--- src/rtl/sink_run_controller.sv ---
// rtl/sink_run_controller.sv - run-length sequencer forwarding network beats to the sink through a one-entry register
module sink_run_controller #(
    parameter int NUM_OUT   = 8,
    parameter int RUN_WIDTH = 16
) (
    input  logic                 clk,
    input  logic                 arstn,
    input  logic                 cmd_valid,
    output logic                 cmd_ready,
    input  logic [RUN_WIDTH-1:0] cmd_runs,
    input  logic                 net_valid,
    output logic                 net_ready,
    input  logic [NUM_OUT-1:0]   net_out,
    input  logic                 snk_ready,
    output logic                 snk_valid,
    output logic [NUM_OUT-1:0]   snk,
    output logic                 snk_last,
    output logic                 busy,
    output logic                 done
);

    typedef enum logic [1:0] {
        IDLE  = 2'd0,
        RUN   = 2'd1,
        DRAIN = 2'd2
    } state_t;

    state_t               state;
    state_t               state_next;
    logic [RUN_WIDTH-1:0] remaining;
    logic [NUM_OUT-1:0]   net_rev;
    logic                 net_accept;
    logic                 snk_take;
    logic                 last_beat;

    always_comb begin
        net_rev = '0;
        for (int i = 0; i < NUM_OUT; i++) begin
            net_rev[NUM_OUT-1-i] = net_out[i];
        end
    end

    assign net_accept = net_valid && net_ready;
    assign snk_take   = snk_valid && snk_ready;
    assign last_beat  = (remaining == RUN_WIDTH'(1));

    always_comb begin
        state_next = state;
        cmd_ready  = 1'b0;
        net_ready  = 1'b0;
        busy       = 1'b1;
        case (state)
            IDLE: begin
                cmd_ready = 1'b1;
                busy      = 1'b0;
                if (cmd_valid && (cmd_runs != '0)) begin
                    state_next = RUN;
                end
            end
            RUN: begin
                // The register may refill in the same cycle it drains.
                net_ready = !snk_valid || snk_ready;
                if (net_valid && net_ready && last_beat) begin
                    state_next = DRAIN;
                end
            end
            DRAIN: begin
                if (snk_valid && snk_ready) begin
                    state_next = IDLE;
                end
            end
            default: state_next = IDLE;
        endcase
    end

    always_ff @(posedge clk) begin
        if (!arstn) begin
            state <= IDLE;
        end else begin
            state <= state_next;
        end
    end

    always_ff @(posedge clk) begin
        if (!arstn) begin
            remaining <= '0;
            snk_valid <= 1'b0;
            snk       <= '0;
            snk_last  <= 1'b0;
            done      <= 1'b0;
        end else begin
            // A zero-length command completes immediately without producing a beat.
            done <= ((state == IDLE) && cmd_valid && (cmd_runs == '0)) ||
                    ((state == DRAIN) && snk_take);
            if ((state == IDLE) && cmd_valid) begin
                remaining <= cmd_runs;
            end else if (net_accept) begin
                remaining <= remaining - RUN_WIDTH'(1);
            end
            if (net_accept) begin
                snk       <= net_rev;
                snk_valid <= 1'b1;
                snk_last  <= last_beat;
            end else if (snk_take) begin
                snk_valid <= 1'b0;
            end
        end
    end

endmodule

--- config.mk ---
export PLATFORM = sky130hd
export DESIGN_NAME = sink_run_controller
export DESIGN_NICKNAME = d
export VERILOG_FILES = /design/src/rtl/sink_run_controller.sv
export SDC_FILE = /design/constraint.sdc
export NUM_CORES = 1
export LEC_CHECK = 0
export ABC_AREA = 1
export BUFFER_PORTS_ARGS = -buffer_cell sky130_fd_sc_hd__buf_2
export CAP_MARGIN = 10
export CORE_ASPECT_RATIO = 1.2
export CORE_MARGIN = 4
export CORE_UTILIZATION = 48
export CTS_CLUSTER_DIAMETER = 60
export DETAILED_ROUTE_END_ITERATION = 10
export PLACE_DENSITY = 0.86
export SLEW_MARGIN = 0
export SYNTH_ARGS = -nofsm -noshare
export SYNTH_HDL_FRONTEND = slang
export SYNTH_SLANG_ARGS = --single-unit
--- constraint.sdc ---
create_clock -name clk -period 1.17 [get_ports clk]
set_input_delay 0.1755 -clock clk [delete_from_list [all_inputs] [get_ports clk]]
set_output_delay 0.1755 -clock clk [all_outputs]
set_load 0.01 [all_outputs]
==> impl_metrics.toml, run 1 <==
[worst_setup_path]
crit_arrival_ns = 1.61
critPathLaunchType = "flop"
startpoint = "state[0]"
cp_max_fo = 8
cp-end-kind = "flop"
worstSetupPathType = "flop to flop"
rr_worst_depth = 9
cp.required_ns = 1.39
rr_startpoint = "state[0]"

[finish]
fin_util_pct = 84.2
area_growth_pct = 64.7
fin_cells = 392
fin_nets = 386
final_cell_mix = "49 x nand2_1, 40 x buf_2, 25 x nor2_1, 22 x buf_4, 20 x inv_1"
num_antenna_cells = 0
layout-drive-gt1-share_pct = 57.5
final_common_cell = "nand2_1"

[yosys]
syn_inst = 269
syn_nets = 300
synth_area_leaders = "dfxtp_1 33%, nand2_1 14%, nor2_1 9.6%"
netlist_area_sq_um = 1770
ys_ff_latch = 29
synth_area_leader_cell = "dfxtp_1"
yosysWarnings = 0
synth.distinct_cells = 30
yosysSeqAreaShare_pct = 32.9
synth_top_area_share_pct = 32.9
avgSynthCellArea_sq_um = 6.57

[grt]
grt_pass1_wl_mm = 8.68
gr-total-overflow = 0
grt_max_degree = 16
track_usage_pct = 23.9
grt_use_met3_pct = 5.59
gr-usage-met1_pct = 26.3
first_global_vias = 1864
grt-busiest-layer = "met2"
antenna_found_initial = 0
gr-usage-met2_pct = 43.0

[timing]
hold_slack_ns = 0.152
timing.final.crit_share_pct = 120
setup-violations-final = 32
final_max_slew_viol_count = 0
finalCriticalPeriod_ns = 1.40
grt_setup_unrepaired = "true"
tightest_slew_ns = 0.420
finalWorstSetupSlack_ns = -0.228
fmax_ghz = 0.715
finalHoldViolations = 0
relSlewSlack_pct = 71.9
clock_skew_ns = 0.00745

[clock_tree]
clkTransAtPathRegs_ns = 0.07
hold_buffers = 0
clock_latency_ns = 0.29
root_buffer = "clkbuf_8"
cts_buffers = 5
clk_path_buf_depth = 2
htree_num_levels = 2
cts_tree = "done"
clock-sinks = 29

[drt]
drt_iter0_markers = 179
drt_wl_total_mm = 8.24
dr.pass1.iters = 5
drcViolationCount = 0
via_count = 2382
viasPerCell = 6.08
antenna_left = 0
wl_per_cell_um = 21.0

[power]
power_density_nw_per_um2 = 1220
p_leak_nw = 1.32
peakVddDrop_v = 0.00137

[min_path]
hp-class = "primary input to flop"
whs_path_depth = 3
hold_start = "net_out[4]"

[floorplan]
io_pins = 43
fp.dieW_um = 63.4
die_h_um = 74.5
dieArea_sq_um = 4720
initial_utilization_pct = 51.2
placementRows = 23
coreArea_sq_um = 3450

[outcome]
outcome = "finished with violations"
violations = "negative setup slack"

[placement]
io_buffers = 42
post-dp-hpwl_mm = 3.40
place_congestion = 0.837
placedCellCount = 365

[job]
cap_viol_max_count = 0
## report_power, final
group          internal [mW]  switching, mW  leakage (nW)  total (mW)
Combinational          0.620          0.875          1.04        1.49
Sequential              1.06          0.111         0.243        1.18
Clock                  0.466          0.411        0.0443       0.878
Total                   2.15           1.40          1.32        3.55
## state kept, by name, summed over array words and instances, names as in the netlist
| register | cells |
|---|---|
| done | 1 |
| remaining | 16 |
| snk | 8 |
| snk_last | 1 |
| snk_valid | 1 |
| state | 2 |
## cell usage after synthesis
cell type,n
inv_1,25
buf_2,1
nand2_4,2
ha_1,2
nor3_1,1
o21ai_1,10
o21ai_0,6
nand2_1,67
nand3_1,17
buf_1,2
nor2_4,3
o21ai_2,8
a31oi_1,2
inv_2,8
clkinv_1,1
a21boi_0,1
nand2_2,2
xnor2_1,1
buf_6,3
nand3_4,1
nand4_1,2
o22ai_1,1
dfxtp_1,29
xor2_1,2
inv_4,1
buf_4,1
nor2_1,45
a21oi_2,8
a21oi_1,12
nor2_2,5
## final timing paths
path	endpoint	slack, ns
worst min register to register	snk[3]	0.49
worst max register to register	snk[0]	-0.23
worst min-delay path	snk[3]	0.15
worst max-delay path	snk[0]	-0.23
## timing repair
action                     in CTS  in global routing
pin swaps                      13                 37
setup endpoints to repair      30                 32
gates resized for setup        38                 99
gates cloned                    2                  2
buffers inserted                6                 10
## area by class of cell
type                       instances  area, sq um
sequential                        29          601
timing repair inverter             3         43.8
fill                             144          544
clock buffer                       7         86.3
multi-input combinational        199         1350
inverter                          35          166
timing repair buffer              82          619
tap                               37         46.3
## cells by family (layout without fill, tap and decap cells)
logic type      count (synthesis)  in the layout  share of synthesized area [%]
compound gates                 48             48                           17.4
buf+inv                        42            127                           10.6
fa+ha+maj                       2              2                           1.42
xor+xnor                        3              3                           1.49
flops                          29             29                           32.9
simple gates                  145            146                           36.3
## stage by stage
step	setup slack, ns	power, mW	instance area (sq um)	TNS, ns
2_1_floorplan	-0.0167	1.76	1780	-0.0486
3_3_place_gp	-0.0465	2.02	2160	-0.573
3_5_place_dp	-0.0969	2.05	2160	-1.51
4_1_cts	-0.142	3.02	2440	-2.39
5_1_grt	-0.282	3.69	2910	-6.93
6_report	-0.228	3.55	2910	-5.55
## routing by layer
metal  vias to the layer above  part of all wire, %
li1                       1028                    -
met4                         0                  6.2
met3                        65                   10
met1                      1070                   35
met2                       219                   49
met5                         -                    0
## critical path, cell delays in order (launching register included)
cell      delay, ns
dfxtp_2        0.35
inv_2          0.06
nor2_4         0.11
buf_6          0.11
nand3_4        0.15
buf_12         0.19
clkinv_8       0.07
buf_8          0.11
nor2_1         0.05
nor2_1         0.11
(Power assumes the default switching activity.)
==> inputs of run 2 (changes only) <==
- CORE_ASPECT_RATIO: 1.2 -> 0.5
==> run 2 against run 1 <==
- the run still ends with negative setup slack left
- count of clock-buffer cells in the layout unchanged
- final area down 6.2%
- non-clock buffer count down 5
- cell count up 2.3%
- largest cell class unchanged
- largest power group unchanged
==> impl_metrics.toml, run 2 (synthesized netlist as in run 1, its figures left out) <==
[timing]
finalCriticalPeriod_ns = 1.50
tightest_slew_ns = 0.298
setup-violations-final = 31
fmax_ghz = 0.666
timing.final.crit_share_pct = 128
finalHoldViolations = 0
setup_tns_ns = -6.16
finalWorstSetupSlack_ns = -0.331
clock_skew_ns = 0.00447
final_max_slew_viol_count = 0
relSlewSlack_pct = 79.9
grt_setup_unrepaired = "true"

[grt]
antenna_found_initial = 0
grt-busiest-layer = "met2"
gr-total-overflow = 0
gr-usage-met1_pct = 26.0
track_usage_pct = 23.0
grt_max_degree = 20
first_global_vias = 1938
grt_use_met3_pct = 6.03
gr-usage-met2_pct = 39.8
grt_pass1_wl_mm = 8.52

[finish]
reg_top3 = "remaining x16, snk x8, state x2"
largest_reg_flops = 16
design_area_sq_um = 2730
layout-drive-gt1-share_pct = 49.4
largest_register = "remaining"
nFillCells = 201
num_antenna_cells = 0
final_cell_mix = "58 x nand2_1, 40 x buf_2, 29 x nor2_1, 23 x buf_4, 21 x dfxtp_1"
area_growth_pct = 54.5
fin_nets = 380
seqCellArea_sq_um = 596
multi_input_area_sq_um = 1210
final_common_cell = "nand2_1"

[floorplan]
coreArea_sq_um = 3490
io_pins = 43
fp.dieW_um = 93.8
die_h_um = 50.9
placementRows = 15
dieArea_sq_um = 4770
initial_utilization_pct = 50.6

[drt]
viasPerCell = 5.78
wl_per_cell_um = 18.1
via_count = 2316
drt_iter0_markers = 277
dr.pass1.iters = 5
antenna_left = 0
drt_wl_total_mm = 7.27
drcViolationCount = 0

[placement]
io_buffers = 42
place_congestion = 0.936
post-dp-hpwl_mm = 3.37
dp_worst_setup_slack_ns = -0.144
place_area_sq_um = 2170

[power]
seqPwrFrac_pct = 33.5
power_density_nw_per_um2 = 1270
combPwrFrac_pct = 38.9
peakVddDrop_v = 0.000962
p_leak_nw = 1.25
p_int_mw = 2.14
switching_share_pct = 38.1
power.share.clock_pct = 27.6
p_switching_mw = 1.31

[worst_setup_path]
cp.required_ns = 1.35
crit_arrival_ns = 1.68
critPathLaunchType = "flop"
cp_max_fo = 3
cp-end-kind = "flop"
worstSetupPathType = "flop to flop"

[clock_tree]
clock_latency_ns = 0.29
clkTransAtPathRegs_ns = 0.07
root_buffer = "clkbuf_8"
clk_path_buf_depth = 2
cts_buffers = 5
cts_tree = "done"
htree_num_levels = 2
clock-sinks = 29

[outcome]
outcome = "finished with violations"
violations = "negative setup slack"

[job]
cap_viol_max_count = 0

[min_path]
hp-class = "primary input to flop"
## run 2: what timing repair did
action	in CTS	in global routing
hold buffers	0	0
resized for setup	45	36
pin swaps	17	18
endpoints found under the hold margin	0	0
cloned	1	2
endpoints found under the setup margin	30	32
setup buffers	5	9
## run 2: final timing paths
kind,from,endpoint,slack [ns],cells after the start
worst max-delay path,remaining[5],remaining[7],-0.33,6
worst min-delay path,net_out[1],snk[6],0.13,3
worst max register to register,remaining[5],remaining[7],-0.33,6
worst min register to register,snk_last,snk_last,0.48,2
## run 2: final cells by class
type / instances / share of cell area [%]
inverters: 35 / 5.91
well taps: 51 / 2.34
repair inverters: 2 / 0.917
clock buffers: 7 / 3.53
flip-flops and latches: 29 / 21.8
repair buffers: 77 / 21.0
multi-input cells: 199 / 44.2
clock inverters: 1 / 0.183
## run 2: layer usage
layer | vias to the layer above | part of all wire [%]
met4 | 0 | 6.1
li1 | 1015 | -
met3 | 64 | 11
met5 | - | 0
met2 | 219 | 46
met1 | 1018 | 37
## run 2: worst max-delay path, cell delays in order (launching register included)
cell     delay (ns)
dfxtp_1        0.36
nor2_1         0.21
nand2_1        0.16
o21ai_0        0.30
nand2_1        0.13
a21oi_2        0.20
nor2_2         0.04
## run 2: stage by stage
stage          hold slack [ns]  power, mW  instances  utilization, %
6_report                 0.131       3.45        401            78.2
5_1_grt                  0.146       3.57        401            78.2
4_1_cts                  0.113       3.11        390            70.3
3_5_place_dp             0.419       2.05        376            62.2
3_3_place_gp             0.409       2.02        376            62.2
2_1_floorplan            0.324       1.76        269               -
## run 2: power groups by stage
stage,logic (mW),registers (mW),clock network [mW]
after floorplan,0.614,1.15,0
after global placement,0.874,1.14,0
after detailed placement,0.906,1.15,0
after CTS,1.03,1.14,0.950
after global routing,1.41,1.16,0.999
final,1.34,1.16,0.952
==> inputs of run 3 (changes only) <==
- SETUP_SLACK_MARGIN: default -> 0.3
==> run 3 against run 2 <==
- the flow finishes with violations (design-rule violations, negative setup slack)
- routed wire length increased by 14%
- flip-flop and latch count unchanged
- combinational power about the same
- highest routed layer unchanged
==> impl_metrics.toml, run 3 (synthesized netlist as in run 1, its figures left out) <==
[timing]
clock_skew_ns = 0.0105
finalCriticalPeriod_ns = 1.56
finalWorstSetupSlack_ns = -0.390
fmax_ghz = 0.641
tightest_slew_ns = 0.316
relSlewSlack_pct = 78.9
setup-violations-final = 32
timing.final.crit_share_pct = 133
grt_setup_unrepaired = "true"
finalHoldViolations = 0
setup_tns_ns = -6.95
final_max_slew_viol_count = 0

[worst_setup_path]
worstSetupPathType = "flop to flop"
rr_worst_depth = 6
cp_max_fo = 4
r2r_slack_ns = -0.39
critPathLaunchType = "flop"
r2r-end = "remaining[7]"
cp.required_ns = 1.34
rr_startpoint = "remaining[6]"
crit_arrival_ns = 1.73
cp-end-kind = "flop"

[clock_tree]
clk_path_buf_depth = 2
cts_buffers = 5
clock-sinks = 29
clock_latency_ns = 0.30
htree_num_levels = 2
cts_tree = "done"
hold_buffers = 0
root_buffer = "clkbuf_8"
clkTransAtPathRegs_ns = 0.07

[grt]
gr-total-overflow = 0
antenna_found_initial = 0
track_usage_pct = 28.5
grt_max_degree = 20
first_global_vias = 2225
grt_pass1_wl_mm = 10.4

[placement]
io_buffers = 42
place_area_sq_um = 2190
place_congestion = 0.891
post-dp-hpwl_mm = 3.53

[finish]
fin_nets = 376
largest_register = "remaining"
fin_util_pct = 78.7
design_area_sq_um = 2750
final_cell_mix = "59 x nand2_1, 33 x nor2_1, 29 x buf_2, 26 x buf_6, 20 x inv_1"
final_common_cell = "nand2_1"
area_growth_pct = 55.5
largest_reg_flops = 16
layout-drive-gt1-share_pct = 51.2
reg_top3 = "remaining x16, snk x8, state x2"
num_antenna_cells = 0

[floorplan]
die_h_um = 50.9
io_pins = 43
dieArea_sq_um = 4770
initial_utilization_pct = 50.6
coreArea_sq_um = 3490
fp.dieW_um = 93.8
placementRows = 15

[drt]
drt_wl_total_mm = 8.27
dr.pass1.iters = 11
wl_per_cell_um = 20.8
viasPerCell = 6.29
antenna_left = 0
via_count = 2499
drcViolationCount = 4
drt_iter0_markers = 395

[power]
power_density_nw_per_um2 = 1320
peakVddDrop_v = 0.000801
switching_share_pct = 37.4
combPwrFrac_pct = 36.6
seqPwrFrac_pct = 32.1
power.share.clock_pct = 31.3
p_leak_nw = 1.23
p_int_mw = 2.27
p_switching_mw = 1.36

[min_path]
hold_path_end = "snk[5]"
whs_path_depth = 3
hold_start = "net_out[2]"
hp-class = "primary input to flop"

[outcome]
violations = "design-rule violations, negative setup slack"
outcome = "finished with violations"

[job]
cap_viol_max_count = 0
==> run 3: cell types whose count changed in the layout (fill, tap and decap cells not counted), sizes merged <==
cell / change
inv: +1
clkinv: -3
bufinv: +1
buf: -3
clkinvlp: +1
clkbuf: -1
==> run 3: critical path, stage by stage, from the launching register on <==
cell     delay, ns
dfxtp_1       0.36
nor2_1        0.22
nand2_1       0.17
o21ai_0       0.26
nand2_1       0.16
a21oi_2       0.22
nor2_2        0.05
==> run 3: worst max-delay path by stage <==
| stage | start | endpoint |
|---|---|---|
| 2_1_floorplan | state[0] | remaining[6] |
| 3_3_place_gp | state[0] | snk[1] |
| 3_5_place_dp | state[0] | snk[1] |
| 4_1_cts | state[1] | net_ready |
| 5_1_grt | remaining[2] | remaining[7] |
| 6_report | remaining[6] | remaining[7] |
==> run 3: area by class of cell <==
type                            count  area [sq um]
Clock inverter                      2          37.5
Sequential cell                    29           604
Timing Repair inverter              1          11.3
Fill cell                         195           744
Multi-Input combinational cell    199          1190
Clock buffer                        6          82.6
Tap cell                           51          63.8
Inverter                           35           154
Timing Repair Buffer               74           606
==> run 3: timing repair <==
item | in CTS | in global routing
pin swaps | 9 | 9
resized for setup | 52 | 35
setup endpoints to repair | 43 | 43
gates cloned | 3 | 0
setup buffers | 7 | 4
==> run 3: per-layer routing <==
| layer | GRT usage [%] | vias to the layer above | share of wire (%) | routed length [um] |
|---|---|---|---|---|
| li1 | - | 999 | - | - |
| met1 | 32.4 | 1095 | 34 | 2770 |
| met2 | 47.9 | 287 | 43 | 3520 |
| met3 | 6.47 | 118 | 13 | 1080 |
| met4 | 19.9 | 0 | 11 | 887 |
| met5 | 0 | - | 0 | 0 |
==> run 3: per-stage QoR <==
step | cells | setup slack (ns) | hold slack [ns] | power, mW
2_1_floorplan | 269 | -0.0162 | 0.324 | 1.79
3_3_place_gp | 375 | -0.0425 | 0.412 | 2.03
3_5_place_dp | 375 | -0.120 | 0.423 | 2.06
4_1_cts | 393 | -0.166 | 0.122 | 3.31
5_1_grt | 397 | -0.497 | 0.114 | 3.79
6_report | 397 | -0.390 | 0.112 | 3.63
==> run 3: power by group through the flow <==
stage | clock [mW] | sequential, mW | combinational (mW)
6_report | 1.14 | 1.16 | 1.33
5_1_grt | 1.21 | 1.17 | 1.41
4_1_cts | 1.11 | 1.14 | 1.06
3_5_place_dp | 0 | 1.15 | 0.913
3_3_place_gp | 0 | 1.15 | 0.878
2_1_floorplan | 0 | 1.15 | 0.641
